$ cat config.mk
export PLATFORM = sky130hd
export DESIGN_NAME = multi_policy_scheduler
export DESIGN_NICKNAME = d
export VERILOG_FILES = /design/src/rtl/multi_policy_scheduler.sv
export SDC_FILE = /design/constraint.sdc
export NUM_CORES = 1
export LEC_CHECK = 0
export ABC_CLOCK_PERIOD_IN_PS = 7300
export BUFFER_PORTS_ARGS = -buffer_cell sky130_fd_sc_hd__buf_2
export CORE_ASPECT_RATIO = 1.4
export CORE_MARGIN = 2
export CORE_UTILIZATION = 55
export CTS_BUF_LIST = sky130_fd_sc_hd__clkbuf_4
export DETAILED_ROUTE_END_ITERATION = 8
export PLACE_DENSITY_LB_ADDON = 0.25
export RECOVER_POWER = 100
export SYNTH_ARGS = -nofsm -noshare
export SYNTH_HDL_FRONTEND = slang
export SYNTH_SLANG_ARGS = --single-unit
$ cat constraint.sdc
create_clock -name clock -period 7.3 [get_ports clock]
set_input_delay 1.095 -clock clock [delete_from_list [all_inputs] [get_ports clock]]
set_output_delay 1.095 -clock clock [all_outputs]
set_load 0.02 [all_outputs]
$ cat src/rtl/multi_policy_scheduler.sv
// Multi-policy grant scheduler: round-robin, fixed-priority and budgeted
// (per-queue grant quota refilled every replenish period) selection over
// NUM_QUEUES request queues, with a single outstanding transaction.
//
// Handshake: grant_valid is high for the whole GRANT state and grant_id is
// frozen there; the grant is accepted on a rising edge where grant_valid and
// grant_ready are both 1. done marks completion of the accepted transaction
// and may coincide with the accept; done outside GRANT/WAIT is ignored.
module multi_policy_scheduler #(
    parameter int NUM_QUEUES = 4,
    parameter int REG_W      = 32,
    parameter int PRIO_W     = 4
) (
    input  logic                                clock,
    input  logic                                reset,
    input  logic [1:0]                          mode,
    input  logic [NUM_QUEUES-1:0]               empty,
    input  logic [NUM_QUEUES-1:0][PRIO_W-1:0]   priorities,
    input  logic [NUM_QUEUES-1:0][REG_W-1:0]    budgets,
    input  logic [REG_W-1:0]                    period,
    output logic                                grant_valid,
    output logic [$clog2(NUM_QUEUES)-1:0]       grant_id,
    input  logic                                grant_ready,
    input  logic                                done,
    output logic [1:0]                          active_mode,
    output logic                                busy
);

    localparam int ID_W = $clog2(NUM_QUEUES);

    typedef enum logic [1:0] {
        IDLE  = 2'd0,
        GRANT = 2'd1,
        WAIT  = 2'd2
    } state_t;

    state_t                 state_q;
    state_t                 state_d;
    logic [1:0]             mode_q;
    logic [ID_W-1:0]        last_idx;
    logic [REG_W-1:0]       used [NUM_QUEUES];
    logic [REG_W-1:0]       period_cnt;
    logic [REG_W-1:0]       period_prev;

    logic [1:0]             sel_mode;
    logic [NUM_QUEUES-1:0]  budget_ok;
    logic [NUM_QUEUES-1:0]  fp_cand;
    logic [ID_W-1:0]        rr_cand;
    logic                   rr_found;
    logic [ID_W-1:0]        rr_idx;
    logic                   fp_found;
    logic [ID_W-1:0]        fp_idx;
    logic [PRIO_W-1:0]      fp_prio;
    logic                   sel_found;
    logic [ID_W-1:0]        sel_idx;
    logic                   accept;
    logic                   period_zero;
    logic                   period_changed;
    logic                   period_wrap;
    logic                   clear_used;

    assign accept         = (state_q == GRANT) && grant_ready;
    assign period_zero    = (period == '0);
    assign period_changed = (period != period_prev);
    assign period_wrap    = (period_cnt >= period - REG_W'(1));
    assign clear_used     = period_changed || period_wrap;

    assign grant_valid = (state_q == GRANT);
    assign busy        = (state_q != IDLE);
    assign active_mode = (mode_q == 2'd3) ? 2'd0 : mode_q;

    // A queue still has quota when enforcement is off or its count is below budget.
    always_comb begin
        budget_ok = '0;
        for (int i = 0; i < NUM_QUEUES; i++) begin
            budget_ok[i] = period_zero || (used[i] < budgets[i]);
        end
    end

    // Round-robin: first non-empty queue cyclically after the last accepted one.
    always_comb begin
        rr_found = 1'b0;
        rr_idx   = '0;
        rr_cand  = '0;
        for (int k = 1; k <= NUM_QUEUES; k++) begin
            rr_cand = last_idx + ID_W'(k);
            if (!rr_found && !empty[rr_cand]) begin
                rr_found = 1'b1;
                rr_idx   = rr_cand;
            end
        end
    end

    // Highest-priority candidate, lowest index wins ties (strict compare).
    always_comb begin
        fp_cand  = (sel_mode == 2'd2) ? (~empty & budget_ok) : ~empty;
        fp_found = 1'b0;
        fp_idx   = '0;
        fp_prio  = '0;
        for (int i = 0; i < NUM_QUEUES; i++) begin
            if (fp_cand[i] && (!fp_found || (priorities[i] > fp_prio))) begin
                fp_found = 1'b1;
                fp_idx   = ID_W'(i);
                fp_prio  = priorities[i];
            end
        end
    end

    // Policy mux; the reserved encoding behaves as round-robin.
    always_comb begin
        sel_mode  = (mode == 2'd3) ? 2'd0 : mode;
        sel_found = (sel_mode == 2'd0) ? rr_found : fp_found;
        sel_idx   = (sel_mode == 2'd0) ? rr_idx : fp_idx;
    end

    // FSM state register.
    always_ff @(posedge clock) begin
        if (reset) begin
            state_q <= IDLE;
        end else begin
            state_q <= state_d;
        end
    end

    // FSM next-state logic.
    always_comb begin
        state_d = state_q;
        case (state_q)
            IDLE:    if (sel_found) state_d = GRANT;
            GRANT:   if (grant_ready) state_d = done ? IDLE : WAIT;
            WAIT:    if (done) state_d = IDLE;
            default: state_d = IDLE;
        endcase
    end

    // Grant index, policy latch and round-robin pointer.
    always_ff @(posedge clock) begin
        if (reset) begin
            grant_id <= '0;
            mode_q   <= 2'd0;
            last_idx <= '1;
        end else begin
            if (state_q == IDLE) begin
                mode_q <= mode;
                if (sel_found) begin
                    grant_id <= sel_idx;
                end
            end
            if (accept) begin
                last_idx <= grant_id;
            end
        end
    end

    // Replenish period counter and per-queue saturating usage counters.
    always_ff @(posedge clock) begin
        if (reset) begin
            period_cnt  <= '0;
            period_prev <= '0;
            for (int i = 0; i < NUM_QUEUES; i++) begin
                used[i] <= '0;
            end
        end else begin
            period_prev <= period;
            if (period_zero) begin
                period_cnt <= '0;
                for (int i = 0; i < NUM_QUEUES; i++) begin
                    used[i] <= '0;
                end
            end else begin
                period_cnt <= clear_used ? '0 : period_cnt + REG_W'(1);
                for (int i = 0; i < NUM_QUEUES; i++) begin
                    if (clear_used) begin
                        used[i] <= (accept && (grant_id == ID_W'(i))) ? REG_W'(1) : '0;
                    end else if (accept && (grant_id == ID_W'(i)) && (used[i] != '1)) begin
                        used[i] <= used[i] + REG_W'(1);
                    end
                end
            end
        end
    end

endmodule

# Word-level counts from Yosys, hierarchy flattened
# Memory sizes are Yosys's and may differ from the RTL's.
# Cells that the tools add are included.
# totals
ram_bits	128
regBits	72
n_memories	1
wordCells	178
output_inout_bits	6
# op_classes
muxes	81
order_cmp	12
eq_ne	16
add_sub_neg	9
bitwise	14
n_reduce_logical	39
# mem_list
name	words	word_bits	rd	rd_ports_with_merged_regs	wr	line	rtl
used	4	32	4	0	4	41	logic [REG_W-1:0] used [NUM_QUEUES];
# op_table
operator	n
32-bit 2-to-1 mux	12
32-bit by 1-bit adder with 32-bit output, second input constant	5
32-bit less-than comparator	4
32-bit != test, second input constant	4
1-bit 2-to-1 mux	47
32-bit greater-or-equal comparator	1
32-bit logical NOT	1
32-bit != test	1
32-bit by 1-bit subtractor with 32-bit output, second input constant	1
2-bit 2-to-1 mux	13
4-bit 2-to-1 mux	4
1-bit logical AND	15
2-bit equality test, second input constant	6
4-bit > comparator	3
2-bit by 3-bit less-than comparator with 1-bit output, second input constant	4
1-bit OR	12
1-bit binary-select mux with 2-bit select	4
1-bit logical NOT	8
1-bit logical OR	8
2-bit logical NOT	3
2-bit one-hot mux with 3 select lines	1
2-bit adder, second input constant	2
4-bit bitwise AND	1
2-bit by 1-bit equality test with 1-bit output, second input constant	2
8 further kinds	9

# Logic depth before layout (Yosys ltp)
# An unclocked memory read counts as a cell.
# logic_depth
word_depth	21
mapped_depth	34
depth_no_buf	34

# Least setup slack after synthesis
# OpenSTA, ideal clock, no wires.
# synth_timing
path_type	in2reg
from	input port period[24]
to	register grant_id[1]
path_slack_ps	413
n_path_buf	1
arrival_time_ps	6786
stages	32
cell_sequence	buf_2 -> or4_4 -> nand2b_4 -> o41ai_2 -> a31oi_1 -> a311oi_4 -> nand2_1 -> ha_1 -> nor2b_1 -> o21ai_0 -> nand2b_1 -> a21oi_1 -> a41o_1 -> a21boi_2 -> mux2_1 -> ha_1 -> nor2b_1 -> o21ai_0 -> nand2b_1 -> a21oi_1 -> a41oi_1 -> o21ai_2 -> mux2_2 -> ha_1 -> nor2b_1 -> o21ai_0 -> nand2b_1 -> a21oi_1 -> a41oi_1 -> nor2_1 -> o21a_1 -> o41ai_1
# synth_via
elab_chain_len	19
# synth_rtl
item	line	rtl
start, declared	20	input logic [REG_W-1:0] period,
32-bit logical NOT (*)	63	assign period_zero = (period == '0);
1-bit logical OR	76	budget_ok[i] = period_zero || (used[i] < budgets[i]);
4-bit bitwise AND (*)	96	fp_cand = (sel_mode == 2'd2) ? (~empty & budget_ok) : ~empty;
4-bit 2-to-1 mux (*)	96	
4-bit 2-to-1 mux / 1-bit 2-to-1 mux (equally long branches)	101	if (fp_cand[i] && (!fp_found || (priorities[i] > fp_prio))) begin
4-bit > comparator / 1-bit logical NOT (equally long branches)	101	
1-bit logical OR	101	
1-bit logical AND	101	
(+3 left out)	--	
1-bit logical AND	101	
4-bit 2-to-1 mux / 1-bit 2-to-1 mux (equally long branches)	101	
4-bit > comparator / 1-bit logical NOT (equally long branches)	101	
1-bit logical OR	101	
1-bit logical AND	101	
1-bit 2-to-1 mux	101	
1-bit 2-to-1 mux	112	sel_found = (sel_mode == 2'd0) ? rr_found : fp_found;
2-bit AND reduction (no line)	--	
end signal, assigned	146	grant_id <= sel_idx;
end, declared	22	output logic [$clog2(NUM_QUEUES)-1:0] grant_id,
# Mark *: on every way between the ends. The rest lies on a longest branch, timed or not.
# A chain may end at the register's enable or synchronous reset.

# Final worst setup path
# Same ends and word-level chain as after synthesis.

==> metrics.md <==
| Metric | Value |
|---|---|
| Row cnt | 69 |
| Skew final | 0.02868 ns |
| Worst Path Required | 7.80 ns |
| Yosys warns | 0 |
| Die Ht | 194.9 um |
| I/O Buffers | 191 |
| Worst-path clk slew | 0.16 ns |
| Critical R2R Launch | used[0][13] |
| Layout Utilization | 62.22% |
| Final critical-path share of the clock period | 92.44% |
| Post-CTS Repair Setup Buffers | 0 |
| Worst path slowest cell | or4_4 |
| Cells after Synth | 1,647 |
| DP Wirelength | 27.01 mm |
| Final std cells w/o fill | 2,167 |
| Syn nets | 2,008 |
| Fin nets | 2,193 |
| Largest net degree at the start of global routing | 43 |
| Clock Latency Late Sink | 0.62 ns |
| Final Routed Wirelength | 33.92 mm |
| Gr usage total | 25.27% |
| Max Buffers Root-to-Sink | 2 |
| Clock sinks | 200 |
| Via count | 11.97k |
| Global-route wire length before repair | 56.20 mm |
| Post-synthesis cell type count | 69 |
| Highest clock rate | 148.2 MHz |
| Final setup viols | 0 |
| R2R Setup Slk | 0.78 ns |
| Initial Utilization | 56.24% |
| Worst Hold Class | flop to flop |
| Most frequent cell after synthesis | nor2_1 |
| Hold_buf cts | 0 |
| Crit end category | flop |
| Drt pass-1 iters | 5 |
| CP startpoint kind | input pin |
| Slew Viols, Final | 109 |
| Worst R2R End | grant_id[1] |
| Lkg Pwr | 6.935 nW |
| Critical Path Start | period[24] |
| Via density per instance | 5.525 |
| Initial antenna violation count | 8 |
| Sequential-to-total area share from yosys stat | 34.73% |
| Critical path capture point | grant_id[1] |
| Async SR Flop Fraction | 0% |
| Pwr Density | 127.7 mW/mm^2 |
| Maximum VDD drop | 0.09154 mV |
| Critical path type | input pin to flop |
| Core area | 0.02547 sq mm |
| CTS root buffer | clkbuf_4 |
| Die width | 140.4 um |
| Hold Fails Final Rpt | 0 |
| Mean Syn Cell Area | 8.697 sq um |
| Post-cts sizing count | 0 |
| GRT Residual Overflow | 0 |
| Minimum clock period | 6.748 ns |
| Synthesized cell area | 0.01432 sq mm |
| Die area | 0.02737 sq mm |
| Multi-input gate area | 0.008601 sq mm |
| Iter 0 DRT Violations | 487 |
| Slew headroom | -33.50% |
| Wirelength per Cell | 15.65 um |
| Gpl congestion | 0.8545 |
| Area Growth Syn to Fin | 10.63% |
| Register Area | 0.004975 sq mm |
| DRC errors left | 0 |
| Ranking of synthesized cells by area | edfxtp_1 (20%), ha_1 (15%), dfxtp_1 (14%) |
| Max-cap violations | 3 |
| Final hold slack | 0.4925 ns |
| Failing checks | max-capacitance violations, max-slew violations |
| Area leader, netlist | edfxtp_1 |
| Post-route antenna net violation count | 0 |
| Placed cells | 2,132 |
| Worst r2r path cells | 32 |
| Unrepaired setup endpoints after global routing | no |
| Vias in the first global route | 11.91k |
| Ratio of cells with drive above 1 in the final layout | 12.90% |
| Filler cells | 2,302 |
| H-tree level count | 4 |
| Top-area cell type share of the netlist area | 20.34% |
| TritonCTS clock tree | built |
| Synth cell count leaders | nor2_1 (236), ha_1 (175), inv_1 (156), nand2_1 (118), xor2_1 (117) |
| Slowest cell delay on critical path | 0.56 ns |
| WP data arrival | 7.25 ns |
| Number of enable flip-flop cells after synthesis | 97 |
| Register bit total from synthesis | 200 |
| I/O pin cnt | 192 |
| Crit Path Max Fanout | 8 |
| Main synth FF type | dfxtp_1 |
| Status | finished with violations |
| CTS Buf Count | 17 |
| Slew @ Worst Pin | 2.003 ns |
==> report_power, final <==
group          internal (W)  switching, W  leakage, nW
clock network      0.000179      0.000385        0.139
logic              0.000120      0.000149         4.76
registers           0.00118     0.0000113         2.04
total               0.00148      0.000545         6.94
==> area by class of cell <==
cell class	count	share of cell area, %
sequential	200	31.39
multi-input combinational	1253	54.28
inverter	156	3.695
tap	319	2.519
clock inverter	12	0.6475
antenna	3	0.04737
timing repair buffer	204	6.475
clock buffer	20	0.9475
==> metal layers <==
layer / share of wire, % / GRT usage, %
met3: 4.8 / 4.755
met5: 0.14 / 0
met2: 52 / 46.50
met1: 41 / 29.35
met4: 2.4 / 8.156
==> layout by cell type (no fill, tap or decap), types with 65 or more instances in the layout <==
cell | netlist | routed
buf_2 | 12 | 183
a21oi_1 | 65 | 65
nand2_1 | 118 | 118
ha_1 | 175 | 175
nand3_1 | 76 | 76
dfxtp_1 | 103 | 103
xor2_1 | 117 | 117
edfxtp_1 | 97 | 97
nor2_1 | 236 | 236
xnor2_1 | 93 | 93
inv_1 | 156 | 156
==> per-stage QoR <==
stage / worst slack [ns] / power (W) / setup TNS [ns] / instance area (sq um)
after floorplan: 0.4132 / 0.001370 / 0 / 14320
after global placement: 0.08982 / 0.001477 / 0 / 15620
after detailed placement: -0.09565 / 0.001486 / -0.1023 / 15620
after CTS: 0.5540 / 0.002045 / 0 / 15870
after global routing: 0.1353 / 0.002119 / 0 / 15850
final: 0.5517 / 0.002024 / 0 / 15850
==> how the worst min path moves through the flow <==
stage                     end  cells past startpoint      start  slack (ns)
finish              mode_q[1]                      2  mode_q[1]        0.49
global route        mode_q[0]                      2  mode_q[0]        0.51
CTS                 mode_q[1]                      2  mode_q[1]        0.49
detailed placement  mode_q[1]                      2  mode_q[1]        0.47
global placement    mode_q[0]                      2  mode_q[0]        0.45
floorplan           mode_q[0]                      2  mode_q[0]        0.45
==> flip-flops by register name, indices dropped and copies added, names as in the netlist <==
register     flops
used           128
period_cnt      32
period_prev     32
grant_id         2
last_idx         2
mode_q           2
state_q          2
==> worst max-delay path, delay by kind of cell <==
| kind | cells | cell delay [ns] |
|---|---|---|
| AO/OA/AOI/OAI | 16 | 2.94 |
| adder cells (fa/ha/maj) | 3 | 0.78 |
| buffers and inverters | 1 | 0.15 |
| multiplexers | 2 | 0.76 |
| AND/OR/NAND/NOR | 10 | 1.52 |
==> logic make-up (layout without fill, tap and decap cells) <==
group                    count (synthesis)  count (layout)  share of synthesized area, %
other                                    0               3                             0
adder cells (fa/ha/maj)                175             175                         15.29
XOR/XNOR                               210             210                         12.84
buffers and inverters                  194             392                         5.189
AND/OR/NAND/NOR                        686             686                         23.50
AO/OA/AOI/OAI                          176             176                         7.967
multiplexers                             6               6                        0.4891
flip-flops                             200             200                         34.73
(Power assumes the default switching activity.)
